$ cat config.mk
export PLATFORM = sky130hd
export DESIGN_NAME = mem_port_arbiter
export DESIGN_NICKNAME = d
export VERILOG_FILES = /design/src/rtl/mem_port_arbiter.sv
export SDC_FILE = /design/constraint.sdc
export NUM_CORES = 1
export LEC_CHECK = 0
export CAP_MARGIN = 5
export CELL_PAD_IN_SITES_DETAIL_PLACEMENT = 1
export CELL_PAD_IN_SITES_GLOBAL_PLACEMENT = 1
export CORE_MARGIN = 2
export CORE_UTILIZATION = 30
export DETAILED_ROUTE_END_ITERATION = 7
export GPL_TIMING_DRIVEN = 0
export PLACE_DENSITY = 0.94
export SYNTH_ARGS = -nofsm -noshare
export SYNTH_HDL_FRONTEND = slang
export SYNTH_SLANG_ARGS = --single-unit
$ cat constraint.sdc
create_clock -name iCLK -period 3.2 [get_ports iCLK]
set_clock_uncertainty 0.15 [all_clocks]
set_input_delay 0.64 -clock iCLK [delete_from_list [all_inputs] [get_ports iCLK]]
set_output_delay 0.64 -clock iCLK [all_outputs]
set_load 0.01 [all_outputs]
$ cat src/rtl/mem_port_arbiter.sv
// rtl/mem_port_arbiter.sv - two-requester round-robin arbiter for a single RAM port with a watchdog
module mem_port_arbiter #(
    parameter int ADDR_W  = 32,
    parameter int DATA_W  = 32,
    parameter int TIMEOUT = 255
) (
    input  logic              iCLK,
    input  logic              iRST,
    input  logic              req0_read,
    input  logic              req0_write,
    input  logic [ADDR_W-1:0] req0_addr,
    input  logic [DATA_W-1:0] req0_wdata,
    output logic [DATA_W-1:0] req0_rdata,
    output logic              req0_ready,
    input  logic              req1_read,
    input  logic              req1_write,
    input  logic [ADDR_W-1:0] req1_addr,
    input  logic [DATA_W-1:0] req1_wdata,
    output logic [DATA_W-1:0] req1_rdata,
    output logic              req1_ready,
    output logic              req_err,
    output logic [ADDR_W-1:0] mem_addr,
    output logic [DATA_W-1:0] mem_wdata,
    output logic              mem_MemRead,
    output logic              mem_MemWrite,
    input  logic [DATA_W-1:0] mem_rdata,
    input  logic              mem_ready
);
    localparam int TW = $clog2(TIMEOUT + 1);

    typedef enum logic [1:0] {IDLE, BUSY, DONE} state_t;

    state_t            state;
    logic              rr_ptr;
    logic              owner;
    logic              is_write;
    logic [TW-1:0]     timer;
    logic              act0;
    logic              act1;
    logic              pick1;
    logic              grant_write;
    logic [DATA_W-1:0] resp_data;

    // A requester asserting both read and write is treated as a writer.
    always_comb begin
        act0        = req0_read | req0_write;
        act1        = req1_read | req1_write;
        pick1       = act1 & (~act0 | rr_ptr);
        grant_write = pick1 ? req1_write : req0_write;
        resp_data   = is_write ? '0 : mem_rdata;
    end

    always_ff @(posedge iCLK) begin
        if (iRST) begin
            state        <= IDLE;
            rr_ptr       <= 1'b0;
            owner        <= 1'b0;
            is_write     <= 1'b0;
            timer        <= '0;
            req0_rdata   <= '0;
            req0_ready   <= 1'b0;
            req1_rdata   <= '0;
            req1_ready   <= 1'b0;
            req_err      <= 1'b0;
            mem_addr     <= '0;
            mem_wdata    <= '0;
            mem_MemRead  <= 1'b0;
            mem_MemWrite <= 1'b0;
        end else begin
            case (state)
                IDLE: begin
                    if (act0 | act1) begin
                        owner        <= pick1;
                        is_write     <= grant_write;
                        mem_addr     <= pick1 ? req1_addr : req0_addr;
                        mem_wdata    <= pick1 ? req1_wdata : req0_wdata;
                        mem_MemWrite <= grant_write;
                        mem_MemRead  <= ~grant_write;
                        timer        <= '0;
                        state        <= BUSY;
                    end
                end
                BUSY: begin
                    // A response arriving on the last allowed cycle still counts as success.
                    if (mem_ready || timer == TW'(TIMEOUT - 1)) begin
                        mem_MemRead  <= 1'b0;
                        mem_MemWrite <= 1'b0;
                        req_err      <= ~mem_ready;
                        rr_ptr       <= ~owner;
                        state        <= DONE;
                        if (owner) begin
                            req1_ready <= 1'b1;
                            req1_rdata <= mem_ready ? resp_data : '0;
                        end else begin
                            req0_ready <= 1'b1;
                            req0_rdata <= mem_ready ? resp_data : '0;
                        end
                    end else if (timer != {TW{1'b1}}) begin
                        timer <= timer + 1'b1;
                    end
                end
                DONE: begin
                    req0_ready <= 1'b0;
                    req1_ready <= 1'b0;
                    req0_rdata <= '0;
                    req1_rdata <= '0;
                    req_err    <= 1'b0;
                    state      <= IDLE;
                end
                default: state <= IDLE;
            endcase
        end
    end
endmodule

==> reports/summary.txt, run 1 <==
status: completed
CTS tree: done
Psw: 1430 µW
H-tree depth: 4
Crit. End Element: flip-flop
startpoint class of the critical path: input pin
share of layout cells above drive strength 1: 5.56%
reg-to-reg setup timing slack: 780 ps
Post-synth top flop: dfxtp_1
slew margin rel.: 45.0%
GRT overflow: 0
Fmax: 393 MHz
gate count of the mapped netlist: 642
port bufs: 298
Critical Path RT: 3370 ps
via-per-instance ratio: 5.02
Async SR Flop Fraction: 0%
Netlist cell types: 40
Resized cells post-CTS: 0
combinational cell fraction of total power: 20.1%
top cell type's share of synthesized area: 50.2%
total clock sinks: 146
Die W: 143 µm
part of the power in the clock network: 40.6%
top cells by count, synth: dfxtp_1 (146), nor2_1 (76), nand3_1 (68), o21ai_0 (67)
Initial Util: 30.8%
TritonCTS Buffers: 17
Placer Congestion: 0.854
I/O pin count: 300
vias in the first global route: 6,523
final setup fails: 0
Yosys reg bits: 146
initial antenna violation count: 0
gr usage total: 23.2%
die area: 20,500 µm²
# nets final: 1,128
row count: 50
DP Area: 9130 µm²
Pre-antenna DRT Iters: 6
Post-route DRC: 0
sequential share of the synthesized area: 50.2%
Final Hold Fails: 0
Post-CTS Hold Buffers: 0
root buffer cell: clkbuf_16
Area contributors post-synth: dfxtp_1 (50%), mux2i_1 (11%), a211oi_1 (8.4%)
Syn. warnings: 0
Sw Share: 27.8%
Post-synth EDFFs: 0
Final Power: 5140 µW
Hold WC Path Type: flip-flop to flip-flop
core area: 18,900 µm²
via count: 6,195
Bufs on Longest Clock Path: 2
period utilisation layout: 79.6%
Syn Area/Cell: 9.07 µm²
Mapped Area: 5820 µm²
final hold slack: 323 ps
postcts setup bufs: 0
fin crit period: 2550 ps
DR iter-0 viols: 186
Worst Max-Slew Pin Slew: 826 ps
Post-Route WL: 24.1 mm
P_leak: 0.00379 µW
DP HPWL: 18.7 mm
Crit Path Class: input pin to flip-flop
Max Cap Viol: 0
DR WL/cell: 19.5 µm
worst path arrival time: 2710 ps
area growth from synthesis to layout: 67.5%
first-pass GRT wire length: 36.2 mm
crit-path max FO: 10
number of fill cells: 2,150
Peak VDD IR: 0.000363 V
post-synth net total: 811
Power Dens Cells: 527 nW/µm²
sequential power share: 39.2%
Synth area leader: dfxtp_1
largest net degree at the start of global routing: 17
count leader, synth: dfxtp_1
chip height: 143 µm
post-route ant nets: 0
Int Power: 3710 µW
setup TNS: 0 ps
max-slew violations: 0
RSZ-0062 raised after global routing: false
clk slew on worst S/H paths: 60 ps
clk_lat worst skew: 420 ps
design area: 9750 µm²
final core occ: 51.6%
-- area by class of cell --
class / count / area [µm²] / area share (%)
clock inverter: 13 / 166 / 1.71
antenna: 1 / 2.50 / 0.0257
sequential: 146 / 2920 / 30.0
clock buffer: 19 / 453 / 4.64
multi-input combinational: 434 / 2640 / 27.1
timing repair buffer: 298 / 2980 / 30.6
tap: 260 / 325 / 3.34
inverter: 5 / 18.8 / 0.192
buffer: 57 / 241 / 2.48
-- worst max-delay path, stage by stage --
cell and delay, ps:
clkdlybuf4s50_1 450, nor4_1 540, nor2_1 140, clkbuf_1 270, clkbuf_1 330, a211oi_1 340
-- sequential cells by signal, summed over array words and instances (netlist names), 2 cells and up --
| signal | flops |
|---|---|
| mem_wdata | 32 |
| state | 2 |
| mem_addr | 32 |
| req0_rdata | 32 |
| req1_rdata | 32 |
| timer | 8 |
-- layer usage --
metal  wire, µm  vias to the layer above  global-route usage, %
li1           -                     2940                      -
met1       9550                     2981                   25.6
met2      12300                      245                   42.1
met3       1850                       29                   7.50
met4        408                        0                   7.22
met5          0                        -                      0
-- worst paths after layout --
check                 from              to  cells after the start
max reg2reg       timer[0]  req1_rdata[18]                      8
min reg2reg  req1_rdata[7]   req1_rdata[7]                      2
max             req1_write   mem_wdata[17]                      6
min          req1_rdata[7]   req1_rdata[7]                      2
-- kinds of logic after synthesis --
kind of cell               count (synthesis)  share of synthesized area [%]
DFF                                      146                           50.2
buffers and inverters                     62                           4.47
muxes                                     65                           11.2
AOI/OAI and AO/OA                        159                           17.6
and+or+nand+nor                          208                           16.1
adders and majority gates                  2                          0.430
-- through the flow --
step,setup WS (ps),instances
finish,652,1233
floorplan,1170,642
detailed placement,166,1200
global route,529,1232
global placement,256,1200
CTS,610,1232
-- placed cells by master (no fill, tap or decap), types with 2 or more instances in the layout --
master,count
o21ai_0,67
inv_6,3
ha_1,2
clkdlybuf4s50_1,298
buf_2,16
inv_8,4
clkbuf_1,32
bufinv_16,2
buf_1,8
mux2i_1,65
dfxtp_1,146
inv_1,5
clkinv_4,4
clkbuf_8,2
clkbuf_16,17
nand2_1,44
o211ai_1,2
a211oi_1,65
a31oi_1,3
or2_1,2
o21ai_1,2
nor2_1,76
nand3_1,68
a21oi_1,8
nor4_1,3
nor3_1,4
a32o_1,4
-- power groups by stage --
stage,clock network [µW],logic [µW],registers (µW)
final,2090,1040,2020
after global routing,2210,1120,2030
after CTS,2130,1040,2020
after detailed placement,0,1040,2050
after global placement,0,1010,2050
after floorplan,0,387,2100
(Power assumes the default switching activity.)
==> run 2: changes to the inputs <==
--- a/config.mk
+++ b/config.mk
@@ -9,10 +9,10 @@
 export CELL_PAD_IN_SITES_DETAIL_PLACEMENT = 1
 export CELL_PAD_IN_SITES_GLOBAL_PLACEMENT = 1
 export CORE_MARGIN = 2
-export CORE_UTILIZATION = 30
+export CORE_UTILIZATION = 25
 export DETAILED_ROUTE_END_ITERATION = 7
 export GPL_TIMING_DRIVEN = 0
-export PLACE_DENSITY = 0.94
+export PLACE_DENSITY = 0.85
 export SYNTH_ARGS = -nofsm -noshare
 export SYNTH_HDL_FRONTEND = slang
 export SYNTH_SLANG_ARGS = --single-unit
==> constraint.sdc (replaced) <==
create_clock -name iCLK -period 2.05 [get_ports iCLK]
set_clock_uncertainty 0.15 [all_clocks]
set_input_delay 0.41 -clock iCLK [delete_from_list [all_inputs] [get_ports iCLK]]
set_output_delay 0.41 -clock iCLK [all_outputs]
set_load 0.01 [all_outputs]
==> run 2 against run 1 <==
Effect of this change: final cell count grew 4.8%; wire length rose by 2.8%; utilization shrank 7.5 points; clock-buffer cell count decreased by 1; die area rose by 19%; global-route usage decreased by 3.2 points; via count fell by 1.3%; worst hold slack got worse by 15 ps; critical path type is now flip-flop to flip-flop; critical endpoint is now timer[2]; largest power group unchanged; highest routed layer unchanged.
==> reports/summary.txt, run 2 (synthesis gave the netlist of run 1 again) <==
chip height: 157 µm (+9.3%)
register area: 2930 µm² (+0.17%)
Initial Util: 25.6% (-5.3 points)
fin cells: 1,292 (+4.8%)
clk_lat worst skew: 420 ps (about the same)
Power Dens Cells: 829 nW/µm² (+57%)
Inst Count DP: 1,253 (+4.4%)
startpoint class of the critical path: flip-flop
Worst Max-Slew Pin Slew: 590 ps (-236 ps)
first-pass GRT wire length: 37.1 mm (+2.3%)
final hold slack: 308 ps (-15.2 ps)
worst path arrival time: 2130 ps (-580 ps)
Fmax: 505 MHz
initial antenna violation count: 2 (+2)
RSZ-0062 raised after global routing: true
port bufs: 298 (unchanged)
DR iter-0 viols: 175 (-5.9%)
die area: 24,500 µm² (+19%)
core area: 22,800 µm² (+21%)
Max Cap Viol: 0 (unchanged)
Critical Path RT: 2210 ps (-1160 ps)
largest net degree at the start of global routing: 17 (unchanged)
Peak VDD IR: 0.000457 V (+26%)
root buffer cell: clkbuf_16
row count: 55 (+10%)
multi-input logic area: 2690 µm² (+1.9%)
Crit Path Class: flip-flop to flip-flop
H-tree depth: 4 (unchanged)
Pre-antenna DRT Iters: 4 (-2)
number of fill cells: 2,609 (+21%)
area growth from synthesis to layout: 72.7%
Die W: 157 µm (+9.3%)
P_leak: 0.00398 µW (+5.0%)
most common cell after layout, fill and taps aside: clkdlybuf4s50_1
clk slew on worst S/H paths: 60 ps (about the same)
I/O pin count: 300 (unchanged)
setup TNS: 0 ps (unchanged)
crit-path max FO: 6 (-4)
Post-route DRC: 0 (unchanged)
max-slew violations: 0 (unchanged)
Crit. End Element: flip-flop
share of layout cells above drive strength 1: 9.73% (+4.2 points)
final setup fails: 0 (unchanged)
GRT overflow: 0 (unchanged)
Post-Route WL: 24.7 mm (+2.8%)
Hold WC Path Type: flip-flop to flip-flop
total clock sinks: 146 (unchanged)
Hold Startpoint: req1_ready
gr usage total: 19.9% (-3.2 points)
TritonCTS Buffers: 17 (unchanged)
via-per-instance ratio: 4.73 (-5.8%)
DP HPWL: 19.1 mm (+2.2%)
status: completed
Final Power: 8330 µW (+62%)
worst hold stages: 2 (unchanged)
post-route ant nets: 0 (unchanged)
most frequent cells in the layout: clkdlybuf4s50_1 (294), dfxtp_1 (142), nor2_1 (76), nand3_1 (67), o21ai_0 (65)
Bufs on Longest Clock Path: 2 (unchanged)
DR WL/cell: 19.1 µm (-1.9%)
crit path launch: state[1]
slew margin rel.: 60.7% (+16 points)
Placer Congestion: 0.850 (-0.42%)
worst reg-to-reg path cell count: 6 (-2)
vias in the first global route: 6,590 (+1.0%)
via count: 6,114 (-1.3%)
RR Startpoint: state[1]
period utilisation layout: 96.6%
CTS tree: done
# nets final: 1,132 (+0.35%)
Final Hold Fails: 0 (unchanged)
fin crit period: 1980 ps
## run 2: cell count changes in the layout (fill, tap and decap cells not counted), sizes merged
cell | previous run | this run
diode | 1 | 3
buf | 25 | 31
dlymetal6s2s | 0 | 4
bufinv | 2 | 5
clkdlybuf4s50 | 298 | 294
clkbuf | 51 | 48
inv | 12 | 10
## run 2: critical path, stage by stage (launching register included)
cell and delay [ps]:
dfxtp_1 320, nand2b_1 300, o22a_1 340, a211oi_4 250
buf_4 170, o21ai_1 70, a32o_1 270
## run 2: repair_timing
action,CTS,global route
buffers inserted,4,1
hold buffers,0,0
endpoints found under the setup margin,134,125
cloned,0,0
gates resized for setup,36,46
pin swaps,3,3
## run 2: metrics by stage
stage | utilization (%) | area [µm²] | setup WS (ps)
2_1_floorplan | - | 5820 | 179
3_3_place_gp | 40.4 | 9200 | -770
3_5_place_dp | 40.4 | 9200 | -827
4_1_cts | 43.7 | 9960 | 8.51
5_1_grt | 44.1 | 10100 | -13.6
6_report | 44.1 | 10100 | 70.4
## run 2: power breakdown
| group | internal, µW | total (µW) | switching [µW] |
|---|---|---|---|
| logic | 887 | 1670 | 787 |
| clock network | 2190 | 3510 | 1330 |
| registers | 3030 | 3150 | 115 |
## run 2: worst paths after layout
check	to	slack (ps)
hold / removal	req1_ready	310
setup reg to reg	timer[2]	70
hold reg to reg	req1_ready	310
setup / recovery	timer[2]	70
## run 2: final cells by class
class | count | area share (%)
antenna | 3 | 0.0747
buffer | 56 | 3.33
clock buffer | 18 | 4.27
clock inverter | 14 | 2.24
inverter | 5 | 0.187
multi-input combinational | 434 | 26.8
sequential | 146 | 29.1
tap | 313 | 3.89
timing repair buffer | 303 | 30.1
## run 2: layer usage
| layer | track usage [%] | routed length, µm |
|---|---|---|
| met5 | 0 | 0 |
| met4 | 7.73 | 564 |
| met3 | 7.48 | 2200 |
| met2 | 35.9 | 12600 |
| met1 | 21.1 | 9410 |
==> run 3: changes to the inputs <==
--- a/config.mk
+++ b/config.mk
@@ -13,6 +13,7 @@
 export DETAILED_ROUTE_END_ITERATION = 7
 export GPL_TIMING_DRIVEN = 0
 export PLACE_DENSITY = 0.85
+export REMOVE_ABC_BUFFERS = 1
 export SYNTH_ARGS = -nofsm -noshare
 export SYNTH_HDL_FRONTEND = slang
 export SYNTH_SLANG_ARGS = --single-unit
==> run 3 against run 2 <==
Effect of this change: flip-flop and latch count is the same; sequential share of layout area fell by 0.20 points; combinational power hardly changed; critical path depth grew 2; sequential power about the same; final cell count shrank 1.5%; non-clock buffer count down 19; critical path type is now input pin to flip-flop.
==> reports/summary.txt, run 3 (synthesis gave the netlist of run 1 again) <==
worst reg-to-reg path cell count: 8 (+2)
DP HPWL: 16.1 mm (-16%)
Initial Util: 25.6% (unchanged)
crit path launch: req0_read
DP Area: 9250 µm² (+0.53%)
chip height: 157 µm (unchanged)
H-tree depth: 4 (unchanged)
RR Startpoint: timer[4]
final setup fails: 0 (unchanged)
CTS tree: done
post-route ant nets: 0 (unchanged)
reg-to-reg setup timing slack: 100 ps (+30 ps)
# nets final: 1,114 (-1.6%)
Critical Path RT: 2200 ps (about the same)
via count: 5,998 (-1.9%)
area growth from synthesis to layout: 74.1%
Die W: 157 µm (unchanged)
slowest CP cell: clkdlybuf4s50_1
startpoint class of the critical path: input pin
Pre-antenna DRT Iters: 4 (unchanged)
worst hold stages: 2 (unchanged)
final core occ: 44.5% (+0.36 points)
crit-path max FO: 8 (+2)
Hold Startpoint: iRST
gr usage total: 17.7% (-2.2 points)
DR iter-0 viols: 245 (+40%)
initial antenna violation count: 2 (unchanged)
TritonCTS Buffers: 17 (unchanged)
Peak VDD IR: 0.000483 V (+5.7%)
clk slew on worst S/H paths: 60 ps (about the same)
most frequent cells in the layout: clkdlybuf4s50_1 (295), dfxtp_1 (139), nor2_1 (75), nand3_1 (67), o21ai_0 (67)
root buffer cell: clkbuf_16
design area: 10,100 µm² (+0.82%)
worst path arrival time: 2180 ps (+50 ps)
max-slew violations: 0 (unchanged)
first-pass GRT wire length: 33.7 mm (-9.0%)
Hold WC Path Type: input pin to flip-flop
total clock sinks: 146 (unchanged)
Crit Path Class: input pin to flip-flop
via-per-instance ratio: 4.71 (-0.43%)
GRT overflow: 0 (unchanged)
Power Dens Cells: 773 nW/µm² (-6.8%)
Crit. End Element: flip-flop
critical path, cell by cell: clkdlybuf4s50_1 -> nor4_4 -> buf_4 -> or2_4 -> a211oi_4 -> buf_4 -> o21ai_1 -> a32o_1
clk_lat worst skew: 410 ps (about the same)
WHS Endpoint: owner
Final Hold Fails: 0 (unchanged)
status: completed
largest net degree at the start of global routing: 83 (+66)
slew margin rel.: 61.0% (+0.35 points)
Post-Route WL: 22.2 mm (-10%)
critical path's largest stage delay: 550 ps (+210 ps)
period utilisation layout: 98.6% (+2.0 points)
P_leak: 0.00397 µW (-0.33%)
number of fill cells: 2,585 (-0.92%)
Max Cap Viol: 0 (unchanged)
DR WL/cell: 17.4 µm (-9.1%)
multi-input logic area: 2720 µm² (+1.2%)
I/O pin count: 300 (unchanged)
reg-to-reg critical path endpoint: req1_rdata[28]
Post-CTS Hold Buffers: 0 (unchanged)
Placer Congestion: 0.735 (-14%)
setup TNS: 0 ps (unchanged)
port bufs: 299 (+0.34%)
row count: 55 (unchanged)
Fmax: 495 MHz (-2.1%)
vias in the first global route: 6,330 (-3.9%)
fin crit period: 2020 ps (+41.7 ps)
Post-route DRC: 0 (unchanged)
Worst Max-Slew Pin Slew: 579 ps (-11.4 ps)
most common cell after layout, fill and taps aside: clkdlybuf4s50_1
die area: 24,500 µm² (unchanged)
share of layout cells above drive strength 1: 9.81% (+0.079 points)
Bufs on Longest Clock Path: 2 (unchanged)
register area: 2930 µm² (+0.13%)
core area: 22,800 µm² (unchanged)
crit-path most repeated cell: buf_4
[run 3: cell types whose count changed in the layout (fill, tap and decap cells not counted), sizes merged]
cell | before | now
buf | 31 | 42
clkbuf | 48 | 19
dlymetal6s2s | 4 | 3
clkdlybuf4s50 | 294 | 295
clkinv | 4 | 2
and2 | 2 | 3
clkinvlp | 0 | 5
bufinv | 5 | 1
diode | 3 | 2
[run 3: metal layers]
layer  track usage, %  vias up  routed length, µm
li1                 -     2906                  -
met2             32.5      237              11300
met3             7.17       27               2060
met1             18.6     2828               8470
met4             5.46        0                366
met5                0        -                  0
[run 3: what timing repair did]
action / in CTS / in global routing
buffers inserted: 15 / 8
pin swaps: 6 / 9
cloned: 0 / 1
setup endpoints to repair: 139 / 27
resized for setup: 19 / 14
[run 3: power breakdown]
group | internal [µW] | switching [µW] | total, µW | leakage (µW)
registers | 3030 | 105 | 3140 | 0.00120
clock network | 1690 | 1310 | 3000 | 0.000259
logic | 939 | 758 | 1700 | 0.00251
[run 3: area by class of cell]
type	count	share of cell area [%]
inverters	5	0.185
well taps	313	3.86
clock buffers	19	4.27
flip-flops and latches	146	28.9
repair buffers	340	34.6
clock inverters	13	1.26
multi-input cells	435	26.9
diodes	2	0.0494
[run 3: worst max-delay path by stage]
stage                                 to  slack (ps)  cells past startpoint
after floorplan              mem_addr[0]       -3940                      4
after global placement      mem_addr[12]       -7020                      5
after detailed placement  req0_rdata[27]       -1310                      7
after CTS                       timer[0]           2                      6
after global routing            timer[5]         -10                      8
final                           timer[5]          30                      8
[run 3: critical path: cells and delay by family]
family                 cells  cell delay [ps]
buffers and inverters      3              900
AOI/OAI and AO/OA          3              530
and+or+nand+nor            2              340
[run 3: through the flow]
stage | setup slack, ps | std cells | total power (µW) | hold WS [ps]
global route | -14.1 | 1273 | 8220 | 249
floorplan | -3940 | 585 | 3900 | 299
detailed placement | -1310 | 1215 | 4830 | 300
global placement | -7020 | 1197 | 4830 | 293
finish | 28.7 | 1273 | 7830 | 267
CTS | 1.87 | 1262 | 7940 | 280
